**src/rtl/md5_arb_pkg.sv**
```systemverilog
// Shared constants and state encoding for the md5core requester arbiter.
package md5_arb_pkg;

    localparam int MSG_W = 448;
    localparam int LEN_W = 16;

    typedef enum logic [1:0] {
        ST_RUN   = 2'd0,
        ST_DRAIN = 2'd1,
        ST_IDLE  = 2'd2
    } arb_state_e;

endpackage

```
**src/rtl/md5_core_arbiter_if.sv**
```systemverilog
// Requester-side bus of the md5core arbiter: message offer/grant plus result steering.
interface md5_core_arbiter_if #(
    parameter int NUM_REQ = 2,
    parameter int TAG_W   = 3
);
    import md5_arb_pkg::*;

    logic [NUM_REQ-1:0]       req_valid;
    logic [NUM_REQ*MSG_W-1:0] req_msg;
    logic [NUM_REQ*LEN_W-1:0] req_len;
    logic [NUM_REQ-1:0]       req_ready;
    logic [NUM_REQ-1:0]       ret_valid;
    logic [TAG_W-1:0]         ret_tag;

    modport master (
        output req_valid, req_msg, req_len,
        input  req_ready, ret_valid, ret_tag
    );

    modport slave (
        input  req_valid, req_msg, req_len,
        output req_ready, ret_valid, ret_tag
    );

endinterface

```
**src/rtl/md5_core_arbiter_tag_fifo.sv**
```systemverilog
// First-word fall-through tag FIFO recording which requester owns each in-flight message.
module tag_fifo #(
    parameter int W     = 3,
    parameter int DEPTH = 128
) (
    input  logic                     clk,
    input  logic                     reset,
    input  logic                     push,
    input  logic                     pop,
    input  logic [W-1:0]             din,
    output logic [W-1:0]             dout,
    output logic [$clog2(DEPTH):0]   count,
    output logic                     full,
    output logic                     empty
);
    localparam int AW = $clog2(DEPTH);
    localparam int CW = AW + 1;

    logic [W-1:0]  mem_r [DEPTH];
    logic [AW-1:0] wr_ptr_r;
    logic [AW-1:0] rd_ptr_r;
    logic [CW-1:0] count_r;
    logic          do_push_s;
    logic          do_pop_s;

    assign full      = (count_r == CW'(DEPTH));
    assign empty     = (count_r == {CW{1'b0}});
    assign count     = count_r;
    assign dout      = mem_r[rd_ptr_r];
    assign do_push_s = push & ~full;
    assign do_pop_s  = pop & ~empty;

    // Storage array; contents are don't-care until written.
    always_ff @(posedge clk) begin
        if (do_push_s) begin
            mem_r[wr_ptr_r] <= din;
        end
    end

    // Pointers wrap naturally because DEPTH is a power of two.
    always_ff @(posedge clk) begin
        if (reset) begin
            wr_ptr_r <= {AW{1'b0}};
            rd_ptr_r <= {AW{1'b0}};
            count_r  <= {CW{1'b0}};
        end else begin
            if (do_push_s) begin
                wr_ptr_r <= wr_ptr_r + {{(AW-1){1'b0}}, 1'b1};
            end
            if (do_pop_s) begin
                rd_ptr_r <= rd_ptr_r + {{(AW-1){1'b0}}, 1'b1};
            end
            case ({do_push_s, do_pop_s})
                2'b10:   count_r <= count_r + {{(CW-1){1'b0}}, 1'b1};
                2'b01:   count_r <= count_r - {{(CW-1){1'b0}}, 1'b1};
                default: count_r <= count_r;
            endcase
        end
    end

endmodule

```
**src/rtl/md5_core_arbiter.sv**
```systemverilog
// Round-robin sharing of one pipelined md5core among NUM_REQ requesters, with drain handshake.
// Optional build macro MD5_ARB_STATS_EN adds issue and FIFO high-water counters.
module md5_core_arbiter
    import md5_arb_pkg::*;
#(
    parameter int NUM_REQ    = 2,
    parameter int TAG_W      = 3,
    parameter int FIFO_DEPTH = 128
) (
    input  logic                 clk,
    input  logic                 reset,
    md5_core_arbiter_if.slave    req_if,
    output logic [MSG_W-1:0]     core_msg,
    output logic [LEN_W-1:0]     core_len,
    output logic                 core_valid,
    input  logic                 core_ret_valid,
    input  logic                 drain_req,
    output logic                 drain_done,
    output logic                 err_underflow,
    output logic [31:0]          stat_issued,
    output logic [TAG_W+7:0]     stat_hiwater
);
    localparam int CNT_W = $clog2(FIFO_DEPTH) + 1;
    localparam logic [NUM_REQ-1:0] ONE_R  = {{(NUM_REQ-1){1'b0}}, 1'b1};
    localparam logic [NUM_REQ-1:0] ZERO_R = {NUM_REQ{1'b0}};

    arb_state_e          state_r;
    logic [TAG_W-1:0]    ptr_r;
    logic [CNT_W-1:0]    fifo_count_s;
    logic                fifo_full_s;
    logic                fifo_empty_s;
    logic [TAG_W-1:0]    fifo_dout_s;
    logic [NUM_REQ-1:0]  lower_mask_s;
    logic [NUM_REQ-1:0]  valid_hi_s;
    logic [NUM_REQ-1:0]  pick_s;
    logic [NUM_REQ-1:0]  grant_s;
    logic                grant_fire_s;
    logic [TAG_W-1:0]    grant_idx_s;
    logic [TAG_W-1:0]    next_ptr_s;
    logic [MSG_W-1:0]    sel_msg_s;
    logic [LEN_W-1:0]    sel_len_s;
    logic                pop_hit_s;
    logic                drain_empty_s;
    logic [NUM_REQ-1:0]  ret_valid_s;

    tag_fifo #(.W(TAG_W), .DEPTH(FIFO_DEPTH)) u_tag_fifo (
        .clk   (clk),
        .reset (reset),
        .push  (grant_fire_s),
        .pop   (core_ret_valid),
        .din   (grant_idx_s),
        .dout  (fifo_dout_s),
        .count (fifo_count_s),
        .full  (fifo_full_s),
        .empty (fifo_empty_s)
    );

    // Round-robin pick: lowest valid at or above the pointer, else lowest valid overall.
    always_comb begin
        lower_mask_s = (ONE_R << ptr_r) - ONE_R;
        valid_hi_s   = req_if.req_valid & ~lower_mask_s;
        if (valid_hi_s != ZERO_R) begin
            pick_s = valid_hi_s;
        end else begin
            pick_s = req_if.req_valid;
        end
        if (state_r == ST_RUN && !fifo_full_s && !reset) begin
            grant_s = pick_s & (~pick_s + ONE_R);
        end else begin
            grant_s = ZERO_R;
        end
        grant_fire_s = |grant_s;
        grant_idx_s  = {TAG_W{1'b0}};
        sel_msg_s    = {MSG_W{1'b0}};
        sel_len_s    = {LEN_W{1'b0}};
        for (int i = 0; i < NUM_REQ; i++) begin
            if (grant_s[i]) begin
                grant_idx_s = TAG_W'(i);
                sel_msg_s   = req_if.req_msg[i*MSG_W +: MSG_W];
                sel_len_s   = req_if.req_len[i*LEN_W +: LEN_W];
            end else begin
                grant_idx_s = grant_idx_s;
            end
        end
        if (grant_idx_s == TAG_W'(NUM_REQ - 1)) begin
            next_ptr_s = {TAG_W{1'b0}};
        end else begin
            next_ptr_s = grant_idx_s + {{(TAG_W-1){1'b0}}, 1'b1};
        end
    end

    // Result steering from the FIFO head; the drain check anticipates this cycle's pop.
    always_comb begin
        pop_hit_s     = core_ret_valid & ~fifo_empty_s & ~reset;
        drain_empty_s = fifo_empty_s | (core_ret_valid & (fifo_count_s == CNT_W'(1)));
        for (int i = 0; i < NUM_REQ; i++) begin
            ret_valid_s[i] = pop_hit_s & (fifo_dout_s == TAG_W'(i));
        end
    end

    assign req_if.req_ready = grant_s;
    assign req_if.ret_valid = ret_valid_s;
    assign req_if.ret_tag   = pop_hit_s ? fifo_dout_s : {TAG_W{1'b0}};

    // Issue register, round-robin pointer, underflow flag and drain state machine.
    always_ff @(posedge clk) begin
        if (reset) begin
            state_r       <= ST_RUN;
            ptr_r         <= {TAG_W{1'b0}};
            core_valid    <= 1'b0;
            core_msg      <= {MSG_W{1'b0}};
            core_len      <= {LEN_W{1'b0}};
            drain_done    <= 1'b0;
            err_underflow <= 1'b0;
        end else begin
            core_valid <= grant_fire_s;
            if (grant_fire_s) begin
                core_msg <= sel_msg_s;
                core_len <= sel_len_s;
                ptr_r    <= next_ptr_s;
            end
            if (core_ret_valid && fifo_empty_s) begin
                err_underflow <= 1'b1;
            end
            case (state_r)
                ST_RUN: begin
                    if (drain_req) begin
                        state_r <= ST_DRAIN;
                    end
                end
                ST_DRAIN: begin
                    if (!drain_req) begin
                        state_r <= ST_RUN;
                    end else if (drain_empty_s) begin
                        state_r    <= ST_IDLE;
                        drain_done <= 1'b1;
                    end
                end
                ST_IDLE: begin
                    if (!drain_req) begin
                        state_r    <= ST_RUN;
                        drain_done <= 1'b0;
                    end
                end
                default: begin
                    state_r    <= ST_RUN;
                    drain_done <= 1'b0;
                end
            endcase
        end
    end

`ifdef MD5_ARB_STATS_EN
    logic [31:0]      issued_r;
    logic [TAG_W+7:0] hiwater_r;

    // Saturating issue counter and peak registered FIFO occupancy.
    always_ff @(posedge clk) begin
        if (reset) begin
            issued_r  <= 32'd0;
            hiwater_r <= {(TAG_W+8){1'b0}};
        end else begin
            if (core_valid && issued_r != 32'hFFFF_FFFF) begin
                issued_r <= issued_r + 32'd1;
            end
            if ((TAG_W+8)'(fifo_count_s) > hiwater_r) begin
                hiwater_r <= (TAG_W+8)'(fifo_count_s);
            end
        end
    end

    assign stat_issued  = issued_r;
    assign stat_hiwater = hiwater_r;
`else
    assign stat_issued  = 32'd0;
    assign stat_hiwater = {(TAG_W+8){1'b0}};
`endif

endmodule
```
**src/flat_wrapper.sv**
```systemverilog
// flat-port wrapper written by rule: the top's interface ports become plain ports
module md5_core_arbiter_flat import md5_arb_pkg::*;
#(
    parameter int NUM_REQ    = 2,
    parameter int TAG_W      = 3,
    parameter int FIFO_DEPTH = 128
)
  (clk, reset, core_msg, core_len, core_valid, core_ret_valid, drain_req, drain_done, err_underflow, stat_issued, stat_hiwater, req_if_req_valid, req_if_req_msg, req_if_req_len, req_if_req_ready, req_if_ret_valid, req_if_ret_tag);
  md5_core_arbiter_if #(.NUM_REQ(NUM_REQ), .TAG_W(TAG_W)) req_if_i ();
  input  logic clk;
  input  logic reset;
  output logic [MSG_W-1:0] core_msg;
  output logic [LEN_W-1:0] core_len;
  output logic core_valid;
  input  logic core_ret_valid;
  input  logic drain_req;
  output logic drain_done;
  output logic err_underflow;
  output logic [31:0] stat_issued;
  output logic [TAG_W+7:0] stat_hiwater;
  input wire logic [$bits(req_if_i.req_valid)-1:0] req_if_req_valid;
  input wire logic [$bits(req_if_i.req_msg)-1:0] req_if_req_msg;
  input wire logic [$bits(req_if_i.req_len)-1:0] req_if_req_len;
  output wire logic [$bits(req_if_i.req_ready)-1:0] req_if_req_ready;
  output wire logic [$bits(req_if_i.ret_valid)-1:0] req_if_ret_valid;
  output wire logic [$bits(req_if_i.ret_tag)-1:0] req_if_ret_tag;
  assign req_if_i.req_valid = req_if_req_valid;
  assign req_if_i.req_msg = req_if_req_msg;
  assign req_if_i.req_len = req_if_req_len;
  assign req_if_req_ready = req_if_i.req_ready;
  assign req_if_ret_valid = req_if_i.ret_valid;
  assign req_if_ret_tag = req_if_i.ret_tag;
  md5_core_arbiter #(.NUM_REQ(NUM_REQ), .TAG_W(TAG_W), .FIFO_DEPTH(FIFO_DEPTH)) u_core (.clk(clk), .reset(reset), .req_if(req_if_i), .core_msg(core_msg), .core_len(core_len), .core_valid(core_valid), .core_ret_valid(core_ret_valid), .drain_req(drain_req), .drain_done(drain_done), .err_underflow(err_underflow), .stat_issued(stat_issued), .stat_hiwater(stat_hiwater));
endmodule
```
**config.mk**
```make
export PLATFORM = sky130hd
export DESIGN_NAME = md5_core_arbiter_flat
export DESIGN_NICKNAME = d
export VERILOG_FILES = /design/src/rtl/md5_arb_pkg.sv /design/src/rtl/md5_core_arbiter_if.sv /design/src/rtl/md5_core_arbiter_tag_fifo.sv /design/src/rtl/md5_core_arbiter.sv /design/src/flat_wrapper.sv
export SDC_FILE = /design/constraint.sdc
export NUM_CORES = 1
export LEC_CHECK = 0
export CAP_MARGIN = 25
export CELL_PAD_IN_SITES_DETAIL_PLACEMENT = 2
export CELL_PAD_IN_SITES_GLOBAL_PLACEMENT = 2
export CORE_AREA = 2 2 565 567
export CTS_CLUSTER_DIAMETER = 200
export DETAILED_ROUTE_END_ITERATION = 12
export DIE_AREA = 0 0 567 569
export PLACE_DENSITY_LB_ADDON = 0.1
export RECOVER_POWER = 100
export SLEW_MARGIN = 10
export SYNTH_ARGS = -nofsm -noshare
export SYNTH_HDL_FRONTEND = slang
export SYNTH_SLANG_ARGS = --single-unit
```
**constraint.sdc**
```tcl
create_clock -name clk -period 10.43 [get_ports clk]
set_clock_uncertainty 0.05 [all_clocks]
set_input_delay 3.129 -clock clk [delete_from_list [all_inputs] [get_ports clk]]
set_output_delay 3.129 -clock clk [all_outputs]
set_load 0.01 [all_outputs]
```
Yosys cells after proc, flatten, opt, wreduce, memory -nomap -nowiden:

Memory sizes are Yosys's and may differ from the RTL's. A register that Yosys moved wholly into a read port is not among the register bits.
Cells that the tools add are included.

* add/subtract/negate cells: 7
* multiplexer cells: 23
* equal/unequal tests: 13
* shift-type cells: 1
* bitwise operators: 15
* reductions and logical operators: 13

Operator list (number)
* $mux 448: 2
* $mux 16: 2
* $pmux 8 s2: 1
* $add 7x1->7 const B: 2
* $mux 7: 2
* $mux 2: 6
* $add 8x1->8 const B: 1
* $eq 8x1->1 const B: 1
* $eq 8x8->1 const B: 1
* $logic_not 8->1: 1
* $sub 8x1->8 const B: 1
* $and 1x1->1: 6
* $mux 1: 6
* $mux 3: 2
* $ne 2x2->1 const B: 3
* $pmux 2 s3: 1
* $and 2x2->2: 2
* $eq 2x1->1 const B: 2
* $eq 2x2->1 const B: 2
* $not 1->1: 4
* $not 2->2: 2
* $reduce_and 4->1: 1
* $reduce_bool 2->1: 2
* $eq 3x1->1 const B: 1
* 15 further kinds: 18

* input port bits: 934
* bits in registers: 494
* RAM bits: 128
* memories: 1

Memories
* u_core.u_tag_fifo.mem_r: depth 128, bits a word 1, read ports 1, clocked after memory_dff 1, write ports 1, line md5_core_arbiter_tag_fifo.sv:19 `logic [W-1:0] mem_r [DEPTH];`

Logic depth before layout (Yosys ltp):

* word-level depth: 14
* depth in mapped cells: 16
* gate-level depth less buffers: 13

By module:

From an unflattened synthesis, not the netlist that was laid out.

* cell total of the unflattened synthesis: 3240
* area, all modules: 37732.4 um^2

Modules (own cells, without submodules)
* md5_core_arbiter: cells each 2251, instances 1, seq. area each 9409.0 um^2, area each 21013.9 um^2
* tag_fifo: cells each 989, instances 1, seq. area each 12111.6 um^2, area each 16718.5 um^2

Worst setup path before layout:

No wires, ideal clock.

* kind: in2out
* start: in reset
* end: out req_if_req_ready[1]
* buffers on the path: 3
* cell stages on the path: 6
* required time: 7.251 ns
* path slack: 0.969 ns
* data arrival time: 6.282 ns
* cell sequence: buf_6 -> or3_1 -> a31oi_1 -> and3_1 -> clkbuf_1 -> clkbuf_1

* cells in the longest elaborated chain, start to end: 3

RTL lines
* from (decl): line flat_wrapper.sv:11 `input logic reset;`
* $logic_not 1->1: line md5_core_arbiter.sv:67 `if (state_r == ST_RUN && !fifo_full_s && !reset) begin`
* $logic_and 1x1->1: line md5_core_arbiter.sv:67
* $mux 2: line md5_core_arbiter.sv:67
* to (decl): line flat_wrapper.sv:24 `output wire logic [$bits(req_if_i.req_ready)-1:0] req_if_req_ready;`

No other way between the ends.

Worst setup path in the final report:

Ends and elaborated chain as after synthesis.

==> flow_summary.json <==
{
  "io_pins": 1451,
  "post_cts_buffers": 0,
  "syn-instance-count": 2207,
  "gp_congestion": 0.758,
  "ys_warn_count": 0,
  "wirelength_mm": 230,
  "num-nets-final": 4458,
  "cp.required_ns": 7.25,
  "dieArea_um2": 323000,
  "post_cts_resized": 0,
  "clock_path_buffers": 4,
  "antenna_found_initial": 221,
  "synth_top_area_share_pct": 41.2,
  "vdd_drop_max_uv": 120,
  "vias": 26500,
  "syn2layout_area_growth_pct": 89.3,
  "num-fill-cells": 36100,
  "htree_levels": 3,
  "p_leak_nw": 16.4,
  "post-route-min-period_ns": 9.18,
  "synth-async-reset-ratio_pct": 0,
  "ys_seq_area_share_pct": 57.0,
  "crit_type": "in2out",
  "drive_gt1_share_pct": 5.68,
  "maxCapViolations": 6,
  "hold_path.class": "reg2reg",
  "violations": "max-capacitance violations, max-slew violations",
  "dp_cells": 7591,
  "outcome": "complete, but fails checks",
  "grt_max_degree": 161,
  "synth-seq-cells": 627,
  "synth-edff-count": 128,
  "syn_avg_cell_area_um2": 11.0,
  "timing.rr.start": "u_core.u_tag_fifo.count[0]$_SDFFE_PP0P_",
  "setup_viol": 0,
  "slew-limit-headroom_pct": -146,
  "synth.area.top_cells": "dfxtp_1 (41%), a222oi_1 (19%), edfxtp_1 (16%), nor2_1 (9.6%), buf_2 (2.5%)",
  "clk_pin_slew_ns": 0.06,
  "drc": 0,
  "postRouteAntennaNets": 0,
  "dieWidth_um": 567,
  "mostFrequentLayoutCell": "clkdlybuf4s50_1",
  "worstPathMaxFanout": 5,
  "grt_remaining_overflow": 0,
  "ys_types": 60,
  "cts_sinks": 627,
  "rsz0062_at_grt": "no",
  "die_h_um": 569,
  "worstSkewPairLatency_ns": 0.82,
  "final_max_slew_viol_count": 259,
  "hold_ws_ns": 0.437,
  "fin_setup_tns_ns": 0,
  "critPathCaptureType": "output port",
  "cts_buffers": 105,
  "rows": 207,
  "synth_top_flop_cell": "dfxtp_1",
  "cts-root-buf": "clkbuf_16",
  "vias_per_cell": 3.40,
  "wl_per_cell_um": 29.5,
  "yosys.area.top_type": "dfxtp_1",
  "critPathLaunch": "reset",
  "hold_start": "u_core.u_tag_fifo.rd_ptr_r[6]$_SDFFE_PP0P_",
  "cts_hold_buf": 0,
  "cts_tree": "done",
  "final_util_pct": 14.5,
  "dpl.hpwl_mm": 177,
  "port_buffers": 1405,
  "initial_core_util_pct": 7.66,
  "grt_usage_pct": 13.7,
  "worst_slew_pin_slew_ns": 3.69,
  "dr.pass1.iters": 10,
  "start_kind": "primary input",
  "post-route-period-util_pct": 88.0,
  "crit_arrival_ns": 6.00,
  "instances_no_fill": 7810,
  "grt_first_pass_wirelength_mm": 296,
  "coreArea_um2": 317000,
  "final_cell_mix": "clkdlybuf4s50_1 (934), nor2_1 (623), dfxtp_1 (498), dlygate4sd3_1 (470), a222oi_1 (464)",
  "grt_pass1_vias": 28100,
  "drtIter0Drc": 2870,
  "hold_violations": 0,
  "syn_area_um2": 24300,
  "cellPowerDensity_nw_per_um2": 176,
  "fmax_mhz": 109
}
-- logic make-up (layout without fill, tap and decap cells) --
group	count (synthesis)	after routing	share of synthesized area [%]
AND/OR/NAND/NOR	710	710	11.7
flip-flops	627	627	57.0
AO/OA/AOI/OAI	507	507	20.4
buffers and inverters	295	1633	6.40
multiplexers	46	46	3.53
XOR/XNOR	15	15	0.542
adder cells (fa/ha/maj)	6	6	0.310
other	1	86	0.0155
-- per-layer routing --
layer  share of wire [%]  up-vias  global-route usage, %
met5                0.22        -                      0
met4                 2.1       80                   2.19
met3                  11      495                   6.91
met2                  51     1298                   25.1
met1                  36    13300                   14.0
li1                    -    11400                      -
-- Yosys cell counts, types with 3 or more instances --
library cell and count:
nand2_1 31, nand3_1 11, nor2_1 622, mux2_2 3
clkbuf_1 97, xnor2_1 4, a31oi_1 3, mux4_1 11
nand4_1 6, edfxtp_1 128, buf_2 122, dfxtp_1 499
nor2b_1 6, inv_1 8, or3_1 6, buf_4 48
o21ai_0 7, nor3_1 6, a21oi_1 13, clkbuf_8 5
buf_6 6, nand3b_1 3, mux2i_1 15, buf_1 7
a222oi_1 464, nand4b_1 3, ha_1 6, xor2_1 11
o22ai_1 3, mux4_2 17
-- layout make-up --
type	instances	area [um2]	share of cell area, %
timing repair buffer	1446	14400	31.3
sequential	627	13800	30.1
multi-input combinational	1329	9000	19.6
tap	4180	5230	11.4
clock buffer	153	3050	6.64
clock inverter	25	256	0.559
antenna	41	103	0.223
inverter	9	41.3	0.0899
-- path summary, 6_finish.rpt --
path	slack (ns)	endpoint	cells after the start
min	0.44	register	2
min reg2reg	0.44	register	2
max	1.25	req_if_req_ready[1]	5
max reg2reg	3.52	u_core.core_msg[397]$_SDFFE_PP0P_	11
-- stage by stage --
stage	worst slack [ns]	power [mW]	instance area, um2
after detailed placement	1.94	4.73	42600
after CTS	1.78	8.44	45900
after global placement	1.90	4.74	42600
after global routing	0.942	8.53	45800
after floorplan	0.969	3.58	24400
final	1.25	8.09	45900
-- power breakdown --
| part | internal, mW | leakage [nW] | switching, mW |
|---|---|---|---|
| sequential | 2.66 | 5.26 | 0.143 |
| clock | 2.10 | 1.62 | 1.43 |
| combinational | 0.835 | 9.49 | 0.919 |
| total | 5.60 | 16.4 | 2.49 |
-- worst max-delay path: stages --
cell	delay (ns)
clkbuf_1	0.42
or3_1	0.49
a31oi_1	0.77
and3_1	0.48
dlygate4sd3_1	0.66
-- registers in the layout (all words and copies together), names as in the netlist, named ones only --
| name | count |
|---|---|
| u_core.ptr_r | 1 |
| u_core.core_len | 16 |
| u_core.state_r | 2 |
| u_core.u_tag_fifo.count | 8 |
| u_core.u_tag_fifo.wr_ptr_r | 7 |
| u_core.err_underflow | 1 |
| u_core.core_valid | 1 |
| u_core.u_tag_fifo.rd_ptr_r | 7 |
| u_core.u_tag_fifo.mem_r | 128 |
| u_core.drain_done | 1 |
| u_core.core_msg | 448 |
(Power assumes the default switching activity.)
